## src/rtl/spi_event_sync_pkg.sv

```systemverilog
// Shared types and helpers for the SPI clock-domain event synchroniser.
package spi_sync_pkg;

  typedef enum logic [1:0] {
    EDGE_RISE  = 2'b00,
    EDGE_FALL  = 2'b01,
    EDGE_BOTH  = 2'b10,
    EDGE_LEVEL = 2'b11
  } edge_mode_t;

  // Upper bound on channel count so the mode vector can be passed at a fixed width.
  localparam int unsigned MaxCh = 32;

  function automatic edge_mode_t edge_mode(input logic [2*MaxCh-1:0] modes,
                                           input int unsigned ch);
    return edge_mode_t'(modes[2*ch +: 2]);
  endfunction

  function automatic int unsigned cnt_width(input int unsigned len);
    return (len == 0) ? 1 : $clog2(len + 1);
  endfunction

endpackage

```

## src/rtl/spi_event_sync_chan.sv

```systemverilog
// One synchroniser channel: inversion, flop chain, stability filter, edge detect
// and optional sticky pending/overflow tracking.
module spi_sync_chan
  import spi_sync_pkg::*;
#(
  parameter int unsigned SYNC_DEPTH = 2,
  parameter int unsigned FILTER_LEN = 0,
  parameter edge_mode_t  MODE       = EDGE_RISE,
  parameter bit          INVERT     = 1'b0,
  parameter bit          STICKY     = 1'b0
) (
  input  logic clk,
  input  logic reset,
  input  logic asyncIn,
  input  logic ack,
  input  logic ovfClear,
  output logic syncLevel,
  output logic evtPulse,
  output logic evtPending,
  output logic evtOverflow,
  output logic pendingNext
);

  localparam int unsigned     CntW   = cnt_width(FILTER_LEN);
  localparam logic [CntW-1:0] CntMax = CntW'(FILTER_LEN);

  logic [SYNC_DEPTH-1:0] chainQ;
  logic [CntW-1:0]       cntQ, cntD;
  logic                  inX, chainOut, mismatch, accept;
  logic                  levelD, pulseD, pendD, ovfD;

  always_comb begin
    inX      = asyncIn ^ INVERT;
    chainOut = chainQ[SYNC_DEPTH-1];
    mismatch = (chainOut != syncLevel);
    accept   = mismatch && (cntQ == CntMax);
    levelD   = accept ? chainOut : syncLevel;

    cntD = cntQ;
    if (!mismatch || accept) begin
      cntD = '0;
    end else if (cntQ < CntMax) begin
      cntD = cntQ + 1'b1;
    end

    pulseD = 1'b0;
    unique case (MODE)
      EDGE_RISE:  pulseD = accept && chainOut;
      EDGE_FALL:  pulseD = accept && !chainOut;
      EDGE_BOTH:  pulseD = accept;
      EDGE_LEVEL: pulseD = 1'b0;
    endcase

    pendD = 1'b0;
    ovfD  = 1'b0;
    if (STICKY) begin
      // A new event beats a simultaneous ack; overflow beats a simultaneous clear.
      if (pulseD) begin
        pendD = 1'b1;
      end else if (ack) begin
        pendD = 1'b0;
      end else begin
        pendD = evtPending;
      end

      if (pulseD && evtPending && !ack) begin
        ovfD = 1'b1;
      end else if (ovfClear) begin
        ovfD = 1'b0;
      end else begin
        ovfD = evtOverflow;
      end
    end
    pendingNext = pendD;
  end

  always_ff @(posedge clk or posedge reset) begin
    if (reset) begin
      chainQ      <= '0;
      cntQ        <= '0;
      syncLevel   <= 1'b0;
      evtPulse    <= 1'b0;
      evtPending  <= 1'b0;
      evtOverflow <= 1'b0;
    end else begin
      chainQ      <= {chainQ[SYNC_DEPTH-2:0], inX};
      cntQ        <= cntD;
      syncLevel   <= levelD;
      evtPulse    <= pulseD;
      evtPending  <= pendD;
      evtOverflow <= ovfD;
    end
  end

endmodule

```

## src/rtl/spi_event_sync.sv

```systemverilog
// Multi-channel sclk-to-clk event synchroniser for the SPI slave register interface.
module spi_event_sync
  import spi_sync_pkg::*;
#(
  parameter int unsigned         N_CH       = 4,
  parameter int unsigned         SYNC_DEPTH = 2,
  parameter int unsigned         FILTER_LEN = 0,
  parameter logic [2*N_CH-1:0]   EDGE_MODE  = '0,
  parameter logic [N_CH-1:0]     INVERT     = '0,
  parameter logic [N_CH-1:0]     STICKY     = '0
) (
  input  logic            clk,
  input  logic            reset,
  input  logic [N_CH-1:0] async_in,
  output logic [N_CH-1:0] sync_level,
  output logic [N_CH-1:0] evt_pulse,
  output logic [N_CH-1:0] evt_pending,
  input  logic [N_CH-1:0] evt_ack,
  output logic [N_CH-1:0] evt_overflow,
  input  logic            ovf_clear,
  output logic            any_pending
);

  if (SYNC_DEPTH < 2) begin : gen_bad_depth
    $error("spi_event_sync: SYNC_DEPTH must be at least 2");
  end
  if (N_CH < 1 || N_CH > MaxCh) begin : gen_bad_nch
    $error("spi_event_sync: N_CH out of range");
  end

  localparam logic [2*MaxCh-1:0] ModeExt = (2*MaxCh)'(EDGE_MODE);

  logic [N_CH-1:0] pendNext;

  for (genvar i = 0; i < N_CH; i++) begin : gen_chan
    spi_sync_chan #(
      .SYNC_DEPTH(SYNC_DEPTH),
      .FILTER_LEN(FILTER_LEN),
      .MODE      (edge_mode(ModeExt, i)),
      .INVERT    (INVERT[i]),
      .STICKY    (STICKY[i])
    ) u_chan (
      .clk        (clk),
      .reset      (reset),
      .asyncIn    (async_in[i]),
      .ack        (evt_ack[i]),
      .ovfClear   (ovf_clear),
      .syncLevel  (sync_level[i]),
      .evtPulse   (evt_pulse[i]),
      .evtPending (evt_pending[i]),
      .evtOverflow(evt_overflow[i]),
      .pendingNext(pendNext[i])
    );
  end

  // Built from next-state pending so it lines up with evt_pending.
  always_ff @(posedge clk or posedge reset) begin
    if (reset) begin
      any_pending <= 1'b0;
    end else begin
      any_pending <= |pendNext;
    end
  end

endmodule

```

## config.mk

```make
export PLATFORM = sky130hd
export DESIGN_NAME = spi_event_sync
export DESIGN_NICKNAME = d
export VERILOG_FILES = /design/src/rtl/spi_event_sync_pkg.sv /design/src/rtl/spi_event_sync_chan.sv /design/src/rtl/spi_event_sync.sv
export SDC_FILE = /design/constraint.sdc
export NUM_CORES = 1
export LEC_CHECK = 0
export ABC_CLOCK_PERIOD_IN_PS = 2300
export CORE_MARGIN = 2
export CORE_UTILIZATION = 43
export DETAILED_ROUTE_END_ITERATION = 8
export HOLD_SLACK_MARGIN = 0.02
export PLACE_DENSITY_LB_ADDON = 0.2
export SYNTH_ARGS = -nofsm -noshare
export SYNTH_HDL_FRONTEND = slang
export SYNTH_SLANG_ARGS = --single-unit
```

## constraint.sdc

```tcl
create_clock -name clk -period 2.3 [get_ports clk]
set_input_delay 0.345 -clock clk [delete_from_list [all_inputs] [get_ports clk]]
set_output_delay 0.345 -clock clk [all_outputs]
set_load 0.02 [all_outputs]
```

After elaboration in Yosys (flattened, before gate mapping). Cells that the tools add are included.

$add $sub $neg: 4. Equality and inequality tests: 4. Multiplexer cells: 8. Order comparisons: 4. Bitwise gates (word level): 4. Reductions and logical operators: 20.

Operators with widths (count): $logic_and 1x1->1 (8); $mux 1 (8); $reduce_bool 2->1 (4); $add 1x1->1 const B (4); $logic_not 1->1 (4); $logic_or 1x1->1 (4); $lt 1x1->1 const B (4); $ne 1x1->1 (4); $not 1->1 (4).

Output and inout port bits: 17. Logic and storage cells: 60. Flip-flop bits (word level): 20. Bits of input ports: 11.

Longest topological paths before layout.
Depth in word-level cells: 4. Mapped depth: 3. Gate-level depth less buffers: 3.

Hierarchy. From an unflattened synthesis, not the netlist that was laid out.

Cell total of the unflattened synthesis: 51. Area total of the unflattened synthesis: 681.9 µm².

Modules (own cells, without submodules): spi_sync_chan (cells each 12, area each 161.4 µm², times used 4, sequential area each 100.1 µm²); spi_event_sync (cells each 3, area each 36.3 µm², times used 1, sequential area each 25.0 µm²).

Worst setup path after synthesis. Ideal clock, no wire load.

Kind: reg2reg. Start point: reg gen_chan[0].u_chan.chainQ[1]. End point: reg gen_chan[0].u_chan.syncLevel. Path buffers: 0. Library setup time: 0.125 ns. Required time: 2.175 ns. Clock period less this slack: 1.067 ns. Arrival: 0.942 ns. Cell stages (with the launch flop): 3. Setup slack: 1.233 ns. Cells stage by stage: dfrtp_1 > ha_1 > mux2_4.

Cells in the longest elaborated chain, start to end: 2.

RTL lines: from (decl) (line spi_event_sync_chan.sv:27) `logic [SYNC_DEPTH-1:0] chainQ;`; from (signal assigned) (line spi_event_sync_chan.sv:86) `chainQ <= {chainQ[SYNC_DEPTH-2:0], inX};`; $ne 1x1->1 (line spi_event_sync_chan.sv:35) `mismatch = (chainOut != syncLevel);`; $logic_and 1x1->1 (line spi_event_sync_chan.sv:36) `accept = mismatch && (cntQ == CntMax);`; to (signal assigned) (line spi_event_sync_chan.sv:88) `syncLevel <= levelD;`; to (decl) (line spi_event_sync_chan.sv:17) `output logic syncLevel,`.

Several ways; a longest one is shown, not always the timed one. A chain may end at the register's enable or synchronous reset.

Final worst setup path.
Start point: reg gen_chan[0].u_chan.syncLevel. End point: out sync_level[0].

RTL lines: to (decl) (line spi_event_sync.sv:15) `output logic [N_CH-1:0] sync_level,`.

No word-level cell between the ends.

==> out/metrics.yaml <==
setup_path:
  crit_chain: "clkdlybuf4s50_1"
  critical-path-top-delay-family: "buffers and inverters"
  cp-endpoint: "sync_level[0]"
  slowest_stage: "clkdlybuf4s50_1"
  crit_type: "flip-flop to output pin"
  crit_start: "gen_chan[0].u_chan.syncLevel"
  end_kind: "output pin"
  regToRegSetupSlack_ns: 1.19
  worstPathMaxFanout: 3
  cp.arrival_ns: 1.26
  cp.depth: 1
  reg2regPathDepth: 3
  rr_startpoint: "gen_chan[0].u_chan.syncLevel"
  r2r-end: "gen_chan[0].u_chan.syncLevel"
  crit_path_start_kind: "flip-flop"
  slowest_delay_ns: 0.61
  critPathRequiredTime_ns: 1.96
  worstPathBufferInverterCount: 1
timing:
  post-route-period-util_pct: 69.9
  rsz0062_at_grt: "false"
  relSlewSlack_pct: 61.7
  hold_viol: 0
  fin_crit_ns: 1.61
  setup_viol_count_final: 0
  tightestPinTransition_ns: 0.575
  fin_skew_ns: 0.000244
  whs_ns: 0.353
  fin_tns_setup_ns: 0
  maxSlewViolCount: 0
  fmax_mhz: 622
clocking:
  worstSkewPairLatency_ns: 0.28
  h-tree-depth: 1
  clkTransAtPathRegs_ns: 0.09
  numCtsBuffers: 3
  ctsHoldBuffers: 0
  postCtsSetupBuffers: 0
  postCtsResizedCells: 0
  cts_buffer_depth: 2
  clock_sinks: 16
  cts_tree: "yes"
  clockRootBuffer: "clkbuf_4"
synthesis:
  synth-seq-cells: 16
  syn_area_sq_um: 661
  synth_cells: 47
  yosysUniqueCellTypes: 6
  avgSynthCellArea_sq_um: 14.1
  yosys_warnings: 0
  ys_seq_area_share_pct: 60.6
placed_design:
  dp_hpwl_microns: 426
  port_buffers: 13
  gp_congestion: 0.549
route:
  vias_per_cell: 4.04
  drc_errors: 0
  wl_per_cell_microns: 8.39
  dr.pass1.iters: 1
  first_iter_violations: 0
  via_count: 283
  routed_wl_microns: 587
  ant_nets: 0
grt:
  grt_pass1_vias: 251
  overflow: 0
  grt_max_degree: 17
  antenna_found_initial: 0
  grt_usage_pct: 8.52
  grt_pass1_wl_mm: 1.06
floorplanning:
  fp.dieW_microns: 43.2
  dieArea_sq_um: 1870
  io_pins: 28
  die_h_microns: 43.2
  core_area_sq_um: 1470
  fp-row-count: 14
  initial_core_util_pct: 44.9
cells_and_area:
  most-common-layout-cells: "16 x dfrtp_1, 13 x clkdlybuf4s50_1, 9 x conb_1, 5 x inv_1"
  regArea_sq_um: 400
  multiInputGateArea_sq_um: 144
  final_nets: 71
  fillCellCount: 138
  layout-area-overhead-vs-synth_pct: 11.4
  antenna_cells: 0
  drive_gt1_share_pct: 13.0
  final_common_cell: "dfrtp_1"
power_and_ir_drop:
  power_w: 0.000855
  powerDensity_nw_per_um2: 1160
  ir_worst_vdd_uv: 518
  leakagePower_nw: 0.375
flow_run:
  cap_violations: 0
min_path:
  hold_class: "flip-flop to flip-flop"
outcome:
  status: "complete, no violations"
==> power by group <==
group	total, W	switching, W	internal, W
combinational	0.000337	0.000149	0.000188
sequential	0.000377	0.0000331	0.000344
clock	0.000142	0.0000808	0.0000608
total	0.000855	0.000263	0.000592
==> per-stage QoR <==
stage / std cells / worst slack (ns) / util (%) / cell area [sq um]
floorplan: 55 / 1.23 / - / 691
global placement: 67 / 1.00 / 48.5 / 713
detailed placement: 67 / 0.994 / 48.5 / 713
CTS: 70 / 0.679 / 50.0 / 736
global route: 70 / 0.628 / 50.0 / 736
finish: 70 / 0.692 / 50.0 / 736
==> sequential cells by signal, indices dropped and copies added, names as in the netlist <==
signal                     count
gen_chan.u_chan.syncLevel      4
gen_chan.u_chan.evtPulse       4
gen_chan.u_chan.chainQ         8
==> worst min-delay path by stage <==
stage / to / cells past startpoint / slack (ns) / startpoint
6_report: gen_chan[3].u_chan.chainQ[1] / 0 / 0.35 / gen_chan[3].u_chan.chainQ[0]
5_1_grt: gen_chan[3].u_chan.chainQ[1] / 0 / 0.37 / gen_chan[3].u_chan.chainQ[0]
4_1_cts: gen_chan[1].u_chan.chainQ[1] / 0 / 0.35 / gen_chan[1].u_chan.chainQ[0]
3_5_place_dp: gen_chan[1].u_chan.chainQ[1] / 0 / 0.34 / gen_chan[1].u_chan.chainQ[0]
3_3_place_gp: gen_chan[3].u_chan.chainQ[1] / 0 / 0.33 / gen_chan[3].u_chan.chainQ[0]
2_1_floorplan: gen_chan[0].u_chan.chainQ[0] / 1 / 0.26 / reset
==> per-layer routing <==
layer,track usage [%],up-vias,share of wire (%)
li1,-,131,-
met1,10.8,135,42
met2,10.7,15,44
met3,2.55,2,11
met4,9.09,0,3.2
met5,0,-,0
==> final cells by class <==
class	count	share of cell area (%)
inverter	5	2.55
sequential	16	54.4
clock buffer	3	3.06
multi-input combinational	17	19.6
timing repair buffer	13	17.7
tap	16	2.72
==> cells by family (layout without fill, tap and decap cells) <==
| logic type | after synthesis | after routing | synth area share [%] |
|---|---|---|---|
| DFF | 16 | 16 | 60.6 |
| buffers and inverters | 22 | 21 | 22.2 |
| adders and majority gates | 4 | 4 | 7.58 |
| other | 1 | 9 | 0.568 |
| muxes | 4 | 4 | 9.09 |
==> cells in the mapped netlist, drive strengths merged <==
library cell | n | area, sq um
buf | 17 | 128
conb | 1 | 3.75
dfrtp | 16 | 400
ha | 4 | 50.1
inv | 5 | 18.8
mux2 | 4 | 60.1
Power figures use the tool's default switching activity.
